**src/rtl/seq_multiplier.sv**
```systemverilog
// Iterative shift-add multiplier. It retires BPC multiplier bits per BUSY cycle
// and handles signed operands by multiplying magnitudes and negating the result.
//
// Handshake contract: a transfer happens on a rising edge where valid and ready
// are both high. in_ready depends combinationally on out_ready only, so a
// finished result can be drained and a new operation accepted on the same edge.
module seq_multiplier #(
  parameter int WIDTH = 11,
  parameter int BPC   = 1
) (
  input  logic                 clk,
  input  logic                 rst_n,
  input  logic                 in_valid,
  output logic                 in_ready,
  input  logic [WIDTH-1:0]     in_a,
  input  logic [WIDTH-1:0]     in_b,
  input  logic                 in_signed,
  output logic                 out_valid,
  input  logic                 out_ready,
  output logic [2*WIDTH-1:0]   product,
  output logic                 busy,
  output logic [1:0]           state_o
);

  localparam int ITER = (WIDTH + BPC - 1) / BPC;
  localparam int CW   = (ITER > 1) ? $clog2(ITER) : 1;
  localparam int PW   = 2 * WIDTH;

  localparam logic [1:0] S_IDLE = 2'd0;
  localparam logic [1:0] S_BUSY = 2'd1;
  localparam logic [1:0] S_DONE = 2'd2;

  logic [1:0]       state_q, state_d;
  logic [WIDTH-1:0] mag_a_q, mag_a_d;
  logic [WIDTH-1:0] mplr_q, mplr_d;
  logic [PW-1:0]    acc_q, acc_d;
  logic [CW-1:0]    cnt_q, cnt_d;
  logic             neg_q, neg_d;
  logic [PW-1:0]    product_q, product_d;
  logic             out_valid_q, out_valid_d;

  logic             accept;
  logic             a_neg, b_neg;
  logic [WIDTH-1:0] mag_a_in, mag_b_in;
  logic [BPC-1:0]   digit;
  logic [31:0]      shamt;
  logic [PW-1:0]    pp;
  logic [PW-1:0]    acc_sum;
  logic             last;

  assign in_ready  = (state_q == S_IDLE) | ((state_q == S_DONE) & out_ready);
  assign accept    = in_valid & in_ready;
  assign out_valid = out_valid_q;
  assign product   = product_q;
  assign busy      = (state_q == S_BUSY);
  assign state_o   = state_q;

  // Operand magnitudes; in unsigned mode the MSB is plain data.
  assign a_neg    = in_signed & in_a[WIDTH-1];
  assign b_neg    = in_signed & in_b[WIDTH-1];
  assign mag_a_in = a_neg ? -in_a : in_a;
  assign mag_b_in = b_neg ? -in_b : in_b;

  // Partial product for the current digit. The multiplier register shifts in
  // zeros, so bits above WIDTH on a final partial digit read as zero.
  assign digit   = mplr_q[BPC-1:0];
  assign shamt   = 32'(BPC) * 32'(cnt_q);
  assign pp      = (PW'(mag_a_q) * PW'(digit)) << shamt;
  assign acc_sum = acc_q + pp;
  assign last    = (cnt_q == CW'(ITER - 1));

  // Next-state logic for the IDLE/BUSY/DONE sequencer and the datapath.
  always_comb begin
    state_d     = state_q;
    mag_a_d     = mag_a_q;
    mplr_d      = mplr_q;
    acc_d       = acc_q;
    cnt_d       = cnt_q;
    neg_d       = neg_q;
    product_d   = product_q;
    out_valid_d = out_valid_q;

    case (state_q)
      S_IDLE: ;
      S_BUSY: begin
        acc_d  = acc_sum;
        mplr_d = mplr_q >> BPC;
        cnt_d  = cnt_q + CW'(1);
        if (last) begin
          product_d   = neg_q ? -acc_sum : acc_sum;
          out_valid_d = 1'b1;
          state_d     = S_DONE;
        end
      end
      S_DONE: begin
        if (out_ready) begin
          out_valid_d = 1'b0;
          state_d     = S_IDLE;
        end
      end
      default: state_d = S_IDLE;
    endcase

    // Accept can only occur in IDLE or in DONE while the result drains.
    if (accept) begin
      mag_a_d = mag_a_in;
      mplr_d  = mag_b_in;
      neg_d   = a_neg ^ b_neg;
      acc_d   = '0;
      cnt_d   = '0;
      state_d = S_BUSY;
    end
  end

  // State and datapath registers with asynchronous clear.
  always_ff @(posedge clk or negedge rst_n) begin
    if (!rst_n) begin
      state_q     <= S_IDLE;
      mag_a_q     <= '0;
      mplr_q      <= '0;
      acc_q       <= '0;
      cnt_q       <= '0;
      neg_q       <= 1'b0;
      product_q   <= '0;
      out_valid_q <= 1'b0;
    end else begin
      state_q     <= state_d;
      mag_a_q     <= mag_a_d;
      mplr_q      <= mplr_d;
      acc_q       <= acc_d;
      cnt_q       <= cnt_d;
      neg_q       <= neg_d;
      product_q   <= product_d;
      out_valid_q <= out_valid_d;
    end
  end

endmodule

```
**config.mk**
```make
export PLATFORM = sky130hd
export DESIGN_NAME = seq_multiplier
export DESIGN_NICKNAME = d
export VERILOG_FILES = /design/src/rtl/seq_multiplier.sv
export SDC_FILE = /design/constraint.sdc
export NUM_CORES = 1
export LEC_CHECK = 0
export CAP_MARGIN = 20
export CORE_MARGIN = 5
export CORE_UTILIZATION = 40
export DETAILED_ROUTE_END_ITERATION = 7
export PLACE_DENSITY = 0.57
export SYNTH_ARGS = -nofsm -noshare
export SYNTH_HDL_FRONTEND = slang
export SYNTH_SLANG_ARGS = --single-unit
export TNS_END_PERCENT = 1
```
**constraint.sdc**
```tcl
create_clock -name clk -period 5.4 [get_ports clk]
set_input_delay 1.08 -clock clk [delete_from_list [all_inputs] [get_ports clk]]
set_output_delay 1.08 -clock clk [all_outputs]
set_load 0.005 [all_outputs]
```
==> results of run 1 <==
==> through the flow <==
stage / utilization / hold slack [ps] / instances / total power, mW / setup slack, ps
final: 0.478 / 472 / 912 / 4.34 / 348
after global routing: 0.478 / 493 / 912 / 4.72 / 5.64
after CTS: 0.476 / 482 / 911 / 4.36 / 373
after detailed placement: 0.454 / 470 / 897 / 3.70 / 395
after global placement: 0.454 / 467 / 897 / 3.66 / 479
after floorplan: - / 456 / 696 / 2.86 / 499
==> cell type report <==
| cell class | instances | area share |
|---|---|---|
| multi-input cells | 556 | 0.531 |
| inverters | 23 | 0.0131 |
| well taps | 180 | 0.0341 |
| clock buffers | 11 | 0.0368 |
| flip-flops and latches | 74 | 0.280 |
| repair buffers | 65 | 0.0948 |
| clock inverters | 3 | 0.00985 |
==> worst register-to-register path, delay by kind of cell, from the launching register on <==
| kind | cells | cell delay, ps |
|---|---|---|
| XOR/XNOR | 1 | 180 |
| buffers and inverters | 1 | 200 |
| adder cells (fa/ha/maj) | 1 | 430 |
| AND/OR/NAND/NOR | 6 | 1770 |
| multiplexers | 1 | 350 |
| flip-flops | 1 | 480 |
| AO/OA/AOI/OAI | 6 | 1540 |
==> layer usage <==
metal / routed length, µm / vias up / part of all wire / track usage
li1: - / 2560 / - / -
met1: 6740 / 2413 / 0.43 / 0.234
met2: 8240 / 90 / 0.52 / 0.362
met3: 406 / 25 / 0.026 / 0.0336
met4: 334 / 0 / 0.021 / 0.0605
met5: 0 / - / 0 / 0
==> what timing repair did <==
item	CTS	global route
buffers inserted	0	0
hold endpoints to repair	0	0
setup endpoints to repair	0	1
resized for setup	0	1
==> synth_stat cells, drive strengths merged (13+ instances only) <==
cell	count
xor2	17
nand2	105
xnor2	32
a21oi	27
o21ai	86
dfrtp	74
ha	26
inv	22
clkbuf	30
buf	13
nor2	41
nand3	45
==> registers in the layout, indices dropped and copies added, names as in the netlist <==
| register | cells |
|---|---|
| neg_q | 1 |
| product | 22 |
| mag_a_q | 11 |
| state_o | 2 |
| out_valid | 1 |
| acc_q | 22 |
| mplr_q | 11 |
| cnt_q | 4 |
==> kinds of logic (layout without fill, tap and decap cells) <==
kind of cell             after synthesis  after routing
AND/OR/NAND/NOR                      261            261
XOR/XNOR                              49             49
multiplexers                          18             18
flip-flops                            74             74
buffers and inverters                 66            102
adder cells (fa/ha/maj)               27             27
AO/OA/AOI/OAI                        201            201
==> path summary, 6_finish.rpt <==
path                                to  cells after the start  slack, ps         from
setup / recovery           product[21]                     16        350     cnt_q[0]
hold / removal             product[12]                      2        470  product[12]
setup reg to reg           product[21]                     16        350     cnt_q[0]
hold reg to reg            product[12]                      2        470  product[12]
max in group asynchronous   mag_a_q[4]                      1       3880        rst_n
min in group asynchronous    acc_q[16]                      1        870        rst_n
==> cells in the final DEF (no fill, tap or decap), drive strengths merged, types with 6 or more instances in the layout <==
| cell type | count |
|---|---|
| clkdlybuf4s50 | 52 |
| a31oi | 9 |
| clkbuf | 11 |
| mux2i | 10 |
| ha | 26 |
| nor2 | 41 |
| a21o | 7 |
| or2 | 6 |
| nand2b | 7 |
| xnor2 | 32 |
| a21oi | 27 |
| o21a | 6 |
| o22ai | 6 |
| mux2 | 6 |
| nand2 | 105 |
| buf | 13 |
| o21ai | 86 |
| nor3 | 12 |
| xor2 | 17 |
| inv | 22 |
| dfrtp | 74 |
| o211ai | 8 |
| and2 | 8 |
| a22oi | 10 |
| a22o | 7 |
| and3 | 8 |
| o31ai | 7 |
| nand3 | 45 |
==> power breakdown <==
| part | leakage (nW) | switching [mW] | internal, mW |
|---|---|---|---|
| logic | 1.74 | 1.57 | 1.11 |
| clock network | 0.151 | 0.229 | 0.411 |
| registers | 0.939 | 0.231 | 0.791 |
| total | 2.84 | 2.03 | 2.32 |
==> impl_metrics.py, run 1 <==
metrics = {
    "logic_synthesis": {
        "synth_top_family_by_area": "compound AO/OA/AOI/OAI gates",
        "synth_compound_area_frac": 0.224,
        "synth_xor_area_frac": 0.0764,
        "syn-cell-area_mm2": 0.00562,
        "yosys-mux-area-fraction": 0.0378,
        "synthArstFlopShare": 1.00,
        "synth_cell_types": 73,
        "yosysTopAreaCellShare": 0.329,
        "synthAdderAreaFrac": 0.0614,
        "synthSimpleGateAreaFrac": 0.223,
        "ys_ff_latch": 74,
        "synthFlopType": "dfrtp_1",
        "syn_inst": 696,
        "yosysSeqAreaShare": 0.329,
        "synth.avg_cell_area_um2": 8.08,
        "synth_warnings": 0,
        "synth_edf_count": 0,
        "synthesis.nets": 750,
        "synth_area_leaders": "dfrtp_1 33%, o21ai_0 7.6%, nand2_1 7.0%, ha_1 5.8%, xnor2_1 5.0%",
        "synth_largest_area_cell": "dfrtp_1",
    },
    "timing": {
        "max_freq_mhz": 198,
        "finalCriticalPeriod_ps": 5050,
        "post-route-period-util": 0.936,
        "hold_viol_final": 0,
        "rsz0062_at_grt": "no",
        "fin_setup_tns_ps": 0,
        "worst_pin_slew_ps": 964,
        "slew_violations": 0,
        "finClkSkew_ps": 9.70,
        "slew_headroom": 0.357,
        "finalSetupViolCount": 0,
    },
    "drt": {
        "first_iter_violations": 305,
        "vias": 5088,
        "avgViaCountPerCell": 5.58,
        "drc_errors": 0,
        "ant_nets": 0,
        "drt_wl_total_um": 15700,
        "wl_per_cell_um": 17.2,
        "drt_first_pass_iters": 4,
    },
    "global_routing": {
        "track_usage": 0.197,
        "grt_pass1_wl_um": 25900,
        "grt-ovfl-total": 0,
        "grt_pass1_vias": 5106,
        "grt_max_degree": 75,
        "grt_antenna_before_repair": 0,
    },
    "floorplan": {
        "dieArea_mm2": 0.0165,
        "ioPinCount": 54,
        "dieHeight_um": 129,
        "core-area_mm2": 0.0138,
        "die_x_um": 129,
        "initial_core_util": 0.406,
        "num_rows": 43,
    },
    "cells_and_area": {
        "ff_latch_area_mm2": 0.00185,
        "area_growth_pct": 17.5,
        "fin_nets": 783,
        "fin_area_mm2": 0.00660,
        "drive_gt1_frac": 0.0765,
        "num_antenna_cells": 0,
        "nFillCells": 1372,
        "multi_input_area_mm2": 0.00351,
    },
    "placement": {
        "port_buffers": 53,
        "place_area_mm2": 0.00628,
        "gp_congestion": 0.966,
        "dp_hpwl_um": 12100,
    },
    "min_path": {
        "hold_path_class": "reg2reg",
    },
    "clock_network": {
        "insertion_delay_ps": 340,
        "cts_max_level": 3,
        "max-clock-path-buffers": 2,
        "path_clk_slew_ps": 60,
        "holdBufCountCts": 0,
        "cts_buffers": 9,
        "cts.sinks": 74,
        "cts_tree": "built",
        "clockRootBuffer": "clkbuf_16",
    },
    "worst_setup_path": {
        "path_max_fanout": 10,
        "critical_path.top_delay_family": "simple AND/OR/NAND/NOR gates",
        "max_stage_delay_ps": 660,
        "cp_cell_sequence": "buf_4 > mux2_2 > o211ai_1 > nor2_1 > a31oi_1 > nor2_1 > ha_1 > a211o_1 > a211oi_2 > nand3_1 > a41oi_1 > xnor2_1 > or4b_1 > or4b_4 > and3_4 > o31ai_2",
        "crit_path_start_kind": "flop",
        "crit_type": "reg2reg",
        "end_kind": "flop",
        "cp_num_buf_inv": 1,
        "cp.arrival_ps": 5300,
        "path_common_cell": "nor2_1",
        "cp_slowest_cell": "or4b_1",
        "crit_required_ps": 5650,
    },
    "power_and_ir_drop": {
        "ir_drop_mv": 0.218,
        "p_leak_nw": 2.84,
        "p_per_area_mw_per_mm2": 658,
    },
    "outcome": {
        "status": "completed",
    },
    "job": {
        "drv_cap": 0,
    },
}
No activity file was read; power rests on OpenSTA's default activity.
==> inputs of run 2 (changes only) <==
--- a/config.mk
+++ b/config.mk
@@ -6,10 +6,12 @@
 export NUM_CORES = 1
 export LEC_CHECK = 0
 export CAP_MARGIN = 20
+export CORE_ASPECT_RATIO = 1.25
 export CORE_MARGIN = 5
 export CORE_UTILIZATION = 40
 export DETAILED_ROUTE_END_ITERATION = 7
 export PLACE_DENSITY = 0.57
+export SKIP_LAST_GASP = 1
 export SYNTH_ARGS = -nofsm -noshare
 export SYNTH_HDL_FRONTEND = slang
 export SYNTH_SLANG_ARGS = --single-unit
==> run 2 against run 1 <==
Effect of this change:
- via count grew 0.63%
- wire length grew 0.65%
- utilization grew 0.11 points
- sequential power is essentially flat
- critical path type unchanged
- largest power group unchanged
==> impl_metrics.py, run 2 (same netlist as run 1, synthesis figures left out) <==
metrics = {
    "outcome": {
        "status": "completed",
    },
    "cells_and_area": {
        "fin_area_mm2": 0.00661,
        "fin_nets": 784,
        "mostFrequentLayoutCells": "104 x nand2_1, 85 x o21ai_0, 73 x dfrtp_1",
        "mostFrequentLayoutCell": "nand2_1",
        "drive_gt1_frac": 0.0816,
        "layout.cells.non_filler": 910,
        "num_antenna_cells": 0,
        "area_growth_pct": 17.6,
    },
    "drt": {
        "first_iter_violations": 309,
        "wl_per_cell_um": 17.4,
        "drt_wl_total_um": 15800,
        "avgViaCountPerCell": 5.63,
        "drt_first_pass_iters": 4,
        "drc_errors": 0,
        "ant_nets": 0,
        "vias": 5120,
    },
    "timing": {
        "fin_setup_tns_ps": 0,
        "finClkSkew_ps": 12.4,
        "holdWs_ps": 479,
        "rsz0062_at_grt": "no",
        "worst_pin_slew_ps": 840,
        "hold_viol_final": 0,
        "finalCriticalPeriod_ps": 4920,
        "max_freq_mhz": 203,
        "finalSetupViolCount": 0,
        "post-route-period-util": 0.912,
        "slew_headroom": 0.438,
        "slew_violations": 0,
    },
    "clock_network": {
        "insertion_delay_ps": 340,
        "holdBufCountCts": 0,
        "cts_buffers": 9,
        "max-clock-path-buffers": 2,
        "path_clk_slew_ps": 70,
        "cts_tree": "built",
        "clockRootBuffer": "clkbuf_16",
        "cts_max_level": 3,
        "cts.sinks": 74,
    },
    "floorplan": {
        "num_rows": 48,
        "dieHeight_um": 143,
        "ioPinCount": 54,
        "core-area_mm2": 0.0138,
        "die_x_um": 116,
        "dieArea_mm2": 0.0165,
        "initial_core_util": 0.407,
    },
    "worst_setup_path": {
        "cp_cell_sequence": "mux2_2 > o211ai_1 > nor2_1 > a31oi_1 > nor2_1 > ha_1 > a211o_1 > a211oi_2 > nand3_1 > a41oi_1 > xnor2_1 > or4b_1 > or4b_4 > and3_4 > o31ai_2",
        "crit_type": "reg2reg",
        "crit_path_start_kind": "flop",
        "end_kind": "flop",
        "max_stage_delay_ps": 670,
        "crit-reg2reg-launch": "cnt_q[0]",
        "cp_slowest_cell": "or4b_1",
        "crit_required_ps": 5650,
        "cp.arrival_ps": 5180,
        "path_max_fanout": 10,
        "crit_start": "cnt_q[0]",
        "path_common_cell": "nor2_1",
    },
    "placement": {
        "dp_hpwl_um": 12200,
        "gp_congestion": 0.970,
        "place_area_mm2": 0.00627,
        "dp.cells": 891,
        "port_buffers": 53,
    },
    "min_path": {
        "hold_path_class": "reg2reg",
        "worstHoldStart": "product[17]",
    },
    "job": {
        "drv_cap": 0,
    },
    "global_routing": {
        "grt_pass1_vias": 5069,
        "track_usage": 0.198,
        "grt_antenna_before_repair": 0,
        "grt_pass1_wl_um": 25700,
        "grt-ovfl-total": 0,
        "grt_max_degree": 75,
    },
    "power_and_ir_drop": {
        "p_leak_nw": 2.84,
        "ir_drop_mv": 0.207,
        "p_per_area_mw_per_mm2": 651,
    },
}
## run 2: cell types whose count changed in the layout (fill, tap and decap cells not counted), sizes merged
| cell | delta |
|---|---|
| clkinvlp | +1 |
| buf | +1 |
| bufinv | -1 |
| inv | +1 |
| clkbuf | -1 |
| clkinv | +2 |
## run 2: cell type report
type / count / area [µm²]
inverter: 23 / 86.3
clock inverter: 6 / 65.1
sequential: 74 / 1850
multi-input combinational: 556 / 3510
fill: 1395 / 7200
clock buffer: 10 / 229
timing repair buffer: 66 / 653
tap: 175 / 219
## run 2: metal layers
layer	track usage	wire length [µm]	up-vias
li1	-	-	2569
met1	0.230	6450	2416
met2	0.353	8210	101
met3	0.0357	496	34
met4	0.0855	659	0
met5	0	0	-
## run 2: where the power goes
part	internal, mW	total, mW	switching (mW)	leakage [nW]
combinational	1.10	2.67	1.57	1.76
clock	0.359	0.614	0.255	0.143
sequential	0.792	1.02	0.224	0.938
## run 2: path summary, 6_finish.rpt
| kind | endpoint | slack (ps) | cells past startpoint |
|---|---|---|---|
| setup / recovery | product[21] | 480 | 15 |
| hold / removal | product[17] | 480 | 2 |
| setup reg to reg | product[21] | 480 | 15 |
| hold reg to reg | product[17] | 480 | 2 |
| max in group asynchronous | product[1] | 4120 | 2 |
| min in group asynchronous | acc_q[16] | 690 | 1 |
## run 2: stage by stage
step | total power [mW] | worst slack, ps | util
2_1_floorplan | 2.86 | 499 | -
3_3_place_gp | 3.64 | 465 | 0.454
3_5_place_dp | 3.67 | 357 | 0.454
4_1_cts | 4.30 | 345 | 0.475
5_1_grt | 4.68 | 116 | 0.479
6_report | 4.30 | 475 | 0.479
## run 2: worst max-delay path: cells and delay by family (launching register included)
kind | cells | cell delay [ps]
compound gates | 6 | 1540
flops | 1 | 490
xor+xnor | 1 | 190
simple gates | 6 | 1800
mux | 1 | 380
fa+ha+maj | 1 | 420
## run 2: timing repair
item | CTS | global route
gates resized for setup | 0 | 1
setup buffers | 0 | 0
endpoints found under the hold margin | 0 | 0
setup endpoints to repair | 0 | 1
==> inputs of run 3 (changes only) <==
--- a/config.mk
+++ b/config.mk
@@ -9,8 +9,10 @@
 export CORE_ASPECT_RATIO = 1.25
 export CORE_MARGIN = 5
 export CORE_UTILIZATION = 40
+export CTS_BUF_LIST = sky130_fd_sc_hd__clkbuf_8 sky130_fd_sc_hd__clkbuf_16
 export DETAILED_ROUTE_END_ITERATION = 7
 export PLACE_DENSITY = 0.57
+export REMOVE_ABC_BUFFERS = 1
 export SKIP_LAST_GASP = 1
 export SYNTH_ARGS = -nofsm -noshare
 export SYNTH_HDL_FRONTEND = slang
==> constraint.sdc (replaced) <==
create_clock -name clk -period 5.4 [get_ports clk]
set_input_delay 1.08 -clock clk [delete_from_list [all_inputs] [get_ports clk]]
set_output_delay 1.08 -clock clk [all_outputs]
set_load 0.02 [all_outputs]
==> run 3 against run 2 <==
Effect of this change:
- count of clock-buffer cells in the layout shrank 1
- die area is the same
- largest cell class unchanged
- via count rose by 0.23%
- total power is 0.53% higher
- fmax fell by 0.41%
==> impl_metrics.py, run 3 (same netlist as run 1, synthesis figures left out) <==
metrics = {
    "cells_and_area": {
        "mostFrequentLayoutCell": "nand2_1",
        "fin_area_mm2": 0.00657,
        "fin_util": 0.476,
        "area_growth_pct": 16.9,
        "drive_gt1_frac": 0.0803,
        "mostFrequentLayoutCells": "105 x nand2_1, 85 x o21ai_0, 74 x dfrtp_1",
        "nFillCells": 1397,
        "fin_nets": 784,
        "num_antenna_cells": 0,
    },
    "power_and_ir_drop": {
        "swShare": 0.488,
        "p_switching_mw": 2.11,
        "p_comb_frac": 0.634,
        "seqPwrFrac": 0.229,
        "internal_power_mw": 2.21,
        "p_clk_frac": 0.137,
        "power.total_mw": 4.33,
        "ir_drop_mv": 0.195,
        "p_leak_nw": 2.82,
        "p_per_area_mw_per_mm2": 658,
    },
    "global_routing": {
        "grt_pass1_vias": 4982,
        "grt-ovfl-total": 0,
        "grt_max_degree": 75,
        "grt_antenna_before_repair": 0,
        "grt_pass1_wl_um": 25000,
        "track_usage": 0.191,
    },
    "clock_network": {
        "insertion_delay_ps": 350,
        "post_cts_buffers": 0,
        "cts_tree": "built",
        "path_clk_slew_ps": 70,
        "ctsResizeCount": 0,
        "clockRootBuffer": "clkbuf_16",
        "cts_buffers": 9,
        "cts.sinks": 74,
        "cts_max_level": 3,
        "max-clock-path-buffers": 2,
        "holdBufCountCts": 0,
    },
    "worst_setup_path": {
        "critical_path.top_delay_family": "simple AND/OR/NAND/NOR gates",
        "path_max_fanout": 10,
        "path_common_cell": "nor2_1",
        "crit_path_start_kind": "flop",
        "crit_type": "reg2reg",
        "regToRegSetupSlack_ps": 450,
        "crit_required_ps": 5660,
        "end_kind": "flop",
        "cp_cell_sequence": "buf_4 > mux2_2 > o211ai_1 > nor2_1 > a31oi_1 > nor2_1 > ha_1 > a211o_1 > a211oi_2 > nand3_1 > a41oi_1 > xnor2_1 > or4b_1 > or4b_4 > and3_4 > o31ai_2",
        "cp.arrival_ps": 5210,
        "max_stage_delay_ps": 670,
        "cp_num_buf_inv": 1,
        "cp_slowest_cell": "or4b_1",
    },
    "floorplan": {
        "ioPinCount": 54,
        "num_rows": 48,
        "core-area_mm2": 0.0138,
        "die_x_um": 116,
        "dieArea_mm2": 0.0165,
        "dieHeight_um": 143,
        "initial_core_util": 0.407,
    },
    "outcome": {
        "status": "completed",
    },
    "timing": {
        "slew_violations": 0,
        "finalCriticalPeriod_ps": 4950,
        "post-route-period-util": 0.916,
        "fin_setup_tns_ps": 0,
        "fin_ws_ps": 455,
        "finalSetupViolCount": 0,
        "max_freq_mhz": 202,
        "hold_viol_final": 0,
        "worst_pin_slew_ps": 989,
        "slew_headroom": 0.340,
        "rsz0062_at_grt": "no",
        "finClkSkew_ps": 8.83,
    },
    "drt": {
        "ant_nets": 0,
        "wl_per_cell_um": 17.0,
        "vias": 5132,
        "drt_first_pass_iters": 5,
        "drt_wl_total_um": 15500,
        "drc_errors": 0,
        "first_iter_violations": 218,
        "avgViaCountPerCell": 5.64,
    },
    "min_path": {
        "hold_path_class": "reg2reg",
    },
    "placement": {
        "port_buffers": 53,
        "place_area_mm2": 0.00629,
        "dp_hpwl_um": 11700,
        "dp_slack_ps": 493,
        "gp_congestion": 0.897,
    },
    "job": {
        "drv_cap": 0,
    },
}
==> run 3: final cells by class <==
type	count	area, µm²	area share
Clock buffer	9	225	0.0343
Clock inverter	7	61.3	0.00933
Inverter	23	86.3	0.0131
Multi-Input combinational cell	556	3500	0.533
Sequential cell	74	1850	0.282
Tap cell	175	219	0.0333
Timing Repair Buffer	66	626	0.0952
==> run 3: path summary, 6_finish.rpt <==
path	to	start	depth (start not counted)
hold reg to reg	product[4]	product[4]	2
min in group asynchronous	product[0]	rst_n	1
setup reg to reg	product[21]	cnt_q[0]	16
hold / removal	product[4]	product[4]	2
max in group asynchronous	mplr_q[0]	rst_n	1
setup / recovery	product[21]	cnt_q[0]	16
==> run 3: worst register-to-register path, cell delays in order, from the launching register on <==
cell,delay (ps)
dfrtp_1,340
buf_4,170
mux2_2,360
o211ai_1,250
nor2_1,80
a31oi_1,230
nor2_1,80
ha_1,420
a211o_1,380
a211oi_2,190
nand3_1,240
a41oi_1,320
xnor2_1,170
or4b_1,670
or4b_4,580
and3_4,190
o31ai_2,200
==> run 3: power groups by stage <==
stage                     Clock [mW]  Combinational (mW)  Sequential (mW)
after CTS                      0.606                2.75            0.994
after global placement             0                2.71            0.998
after floorplan                    0                1.78             1.08
after global routing           0.621                3.03             1.03
final                          0.591                2.74            0.991
after detailed placement           0                2.75             1.00
==> run 3: metrics by stage <==
stage | instances | hold slack (ps)
after floorplan | 653 | 456
after global placement | 894 | 460
after detailed placement | 894 | 469
after CTS | 910 | 484
after global routing | 910 | 496
final | 910 | 477
==> run 3: per-layer routing <==
layer	up-vias	part of all wire	global-route usage
met5	-	0	0
li1	2572	-	-
met1	2410	0.43	0.233
met2	123	0.51	0.339
met3	27	0.044	0.0281
met4	0	0.023	0.0666
==> RTL change, RTL diff (flow settings as in run 3) <==
The parameter `WIDTH` goes from 11 to 13.
--- a/src/rtl/seq_multiplier.sv
+++ b/src/rtl/seq_multiplier.sv
@@ -5,7 +5,7 @@
 // are both high. in_ready depends combinationally on out_ready only, so a
 // finished result can be drained and a new operation accepted on the same edge.
 module seq_multiplier #(
-  parameter int WIDTH = 11,
+  parameter int WIDTH = 13,
   parameter int BPC   = 1
 ) (
   input  logic                 clk,
Ports: changed (resized in_a, in_b and product); port bits go from 54 to 62. No check against the original RTL was run, so the function may have changed too.
==> RTL change against run 3 <==
  * Critical path depth unchanged
  * Count of clock-buffer cells in the layout rose by 3
  * Worst setup slack better by 0.13 ns
  * Synthesized area increased by 17%
  * Utilization is 0.22 points lower
  * Wire length increased by 10%
  * Critical path type unchanged
  * Design area is 17% higher
  * Global-route usage shrank 0.79 points
  * Cell count grew 16%
  * Power increased by 22%
  * Synthesized cell count increased by 15%
  * Sequential cell count rose by 12
  * Die area grew 16%
==> RTL change: results (changes against run 3) <==
The flow ran to the end, and the final reports show no timing, DRC or antenna violations. The logs give 0.0002390 V (+22%) for the peak ir drop on the vdd network and 3.236 nW (+15%) for the leakage power. In this run the worst hold path is classified as reg -> reg. The critical path data arrival time is 5.02 ns (-0.19 ns). The endpoint identified for the worst register-to-register timing path is product[24]. The total number of yosys warnings was 0 (unchanged). The tools report the clock skew after layout as 0.007799 ns (-0.001032 ns). The top fanout value on the critical path is 20 (+10), and the weighted congestion reported at the end of routability-driven placement is 0.9401 (+4.8%). The total via count after detailed routing came out at 5859 (+14%). After synthesis, the most frequently instantiated cells are sky130_fd_sc_hd__nand2_1 (141), sky130_fd_sc_hd__o21ai_0 (91), sky130_fd_sc_hd__dfrtp_1 (86), sky130_fd_sc_hd__nor2_1 (63), sky130_fd_sc_hd__nand3_1 (48).

The final clock period utilization by the worst path was 89.13% (-2.4 points). The highest-delay cell along the critical path is sky130_fd_sc_hd__dfrtp_1. The wire length reported by the detailed router came out at 17050 um (+10%). The count of buffers from port buffering came out at 61 (+15%). After synthesis, the cell types taking the most area are sky130_fd_sc_hd__dfrtp_1 (33%), sky130_fd_sc_hd__nand2_1 (8.0%), sky130_fd_sc_hd__o21ai_0 (6.9%), sky130_fd_sc_hd__ha_1 (5.9%), sky130_fd_sc_hd__xnor2_1 (5.2%). The logs give 80 (+9.6%) for the unique cell type count in the Yosys netlist and 29100 um (+17%) for the first-pass GRT wire length. The maximum clock insertion buffer count was 2 (unchanged); the layout cell share with drive strength beyond 1 was 7.938% (-0.089 points). The logs give 18.28% (-0.79 points) for the total routing resource utilization after global routing and 44.63% (+11 points) for the worst slew margin relative to its limit.

The net count of the finished layout came out at 902 (+15%). For the portion of the post-synthesis area used by sequential elements, the log shows 32.67% (-0.27 points). Initial DRC count: 259 (+19%). The switching power of the nets is 0.002554 W (+21%).

The tools report the number of cells in the design after placement as 1044 (+17%). Post-synthesis instance total: 802 (+15%). The cell family with the largest share of critical-path delay is compound AO/OA/AOI/OAI gates. The placement-stage cell area was 7330 um^2 (+17%). The count of cells along the worst register-to-register path is 16 (unchanged), and the later-pin clock latency in the skew report is 0.35 ns (about the same). For the post-detailed-placement half-perimeter wirelength, the log shows 12810 um (+9.5%). The delay contributed by the slowest stage of the critical path is 0.82 ns (+0.15 ns). The via count of the first global-routing pass was 5966 (+20%); the number of cells upsized or downsized after cts was 0 (unchanged).
==> RTL change: cell types whose count changed after synthesis, moves of 5 or more <==
| cell | change |
|---|---|
| sky130_fd_sc_hd__mux4_2 | +5 |
| sky130_fd_sc_hd__xor2_1 | +11 |
| sky130_fd_sc_hd__a22o_1 | -7 |
| sky130_fd_sc_hd__dfrtp_1 | +12 |
| sky130_fd_sc_hd__o21ai_0 | +6 |
| sky130_fd_sc_hd__o21ai_1 | +9 |
| sky130_fd_sc_hd__and2_1 | +5 |
| sky130_fd_sc_hd__a21oi_1 | +10 |
| sky130_fd_sc_hd__nor2_1 | +22 |
| sky130_fd_sc_hd__a22oi_1 | -10 |
| sky130_fd_sc_hd__nand2_1 | +36 |
| sky130_fd_sc_hd__a31oi_1 | +11 |
| sky130_fd_sc_hd__ha_1 | +5 |
| sky130_fd_sc_hd__xnor2_1 | +7 |
==> RTL change: worst min path at each step <==
stage | endpoint | from | depth (start not counted)
after floorplan | mplr_q[1] | mplr_q[2] | 2
after CTS | product[4] | product[4] | 2
after global routing | product[7] | product[7] | 2
after detailed placement | product[4] | product[4] | 2
after global placement | product[13] | product[13] | 2
final | product[10] | product[10] | 2
==> RTL change: kinds of logic after synthesis <==
family	share of synthesized area [%]
simple gates	22.06
mux	3.970
compound gates	21.58
buf+inv	4.122
xor+xnor	9.404
flops	32.67
fa+ha+maj	6.193
==> RTL change: layout make-up <==
cell class                 count  area [um^2]
clock buffer                  12        266.5
clock inverter                 4        77.57
fill                        1593         8527
inverter                      23        86.33
multi-input combinational    652         4168
sequential                    86         2152
tap                          216        270.3
timing repair buffer          67        653.1
==> RTL change: stage by stage <==
stage / hold slack (ns) / util (%) / total power (W)
after floorplan: 0.4666 / - / 0.003636
after global placement: 0.4604 / 45.24 / 0.004508
after detailed placement: 0.4694 / 45.24 / 0.004573
after CTS: 0.4829 / 47.37 / 0.005308
after global routing: 0.5067 / 47.37 / 0.005731
final: 0.4753 / 47.37 / 0.005262
==> RTL change: layer usage <==
metal | track usage (%) | vias to the layer above | part of all wire (%)
li1 | - | 2909 | -
met1 | 21.99 | 2790 | 43
met2 | 31.83 | 119 | 49
met3 | 3.072 | 41 | 3.4
met4 | 8.460 | 0 | 3.9
met5 | 0 | - | 0
==> RTL change: power by group through the flow <==
stage / Combinational (W) / Sequential (W) / Clock (W)
2_1_floorplan: 0.00236 / 0.00127 / 0
3_3_place_gp: 0.00330 / 0.00121 / 0
3_5_place_dp: 0.00335 / 0.00122 / 0
4_1_cts: 0.00336 / 0.00121 / 0.000731
5_1_grt: 0.00371 / 0.00126 / 0.000753
6_report: 0.00334 / 0.00121 / 0.000711
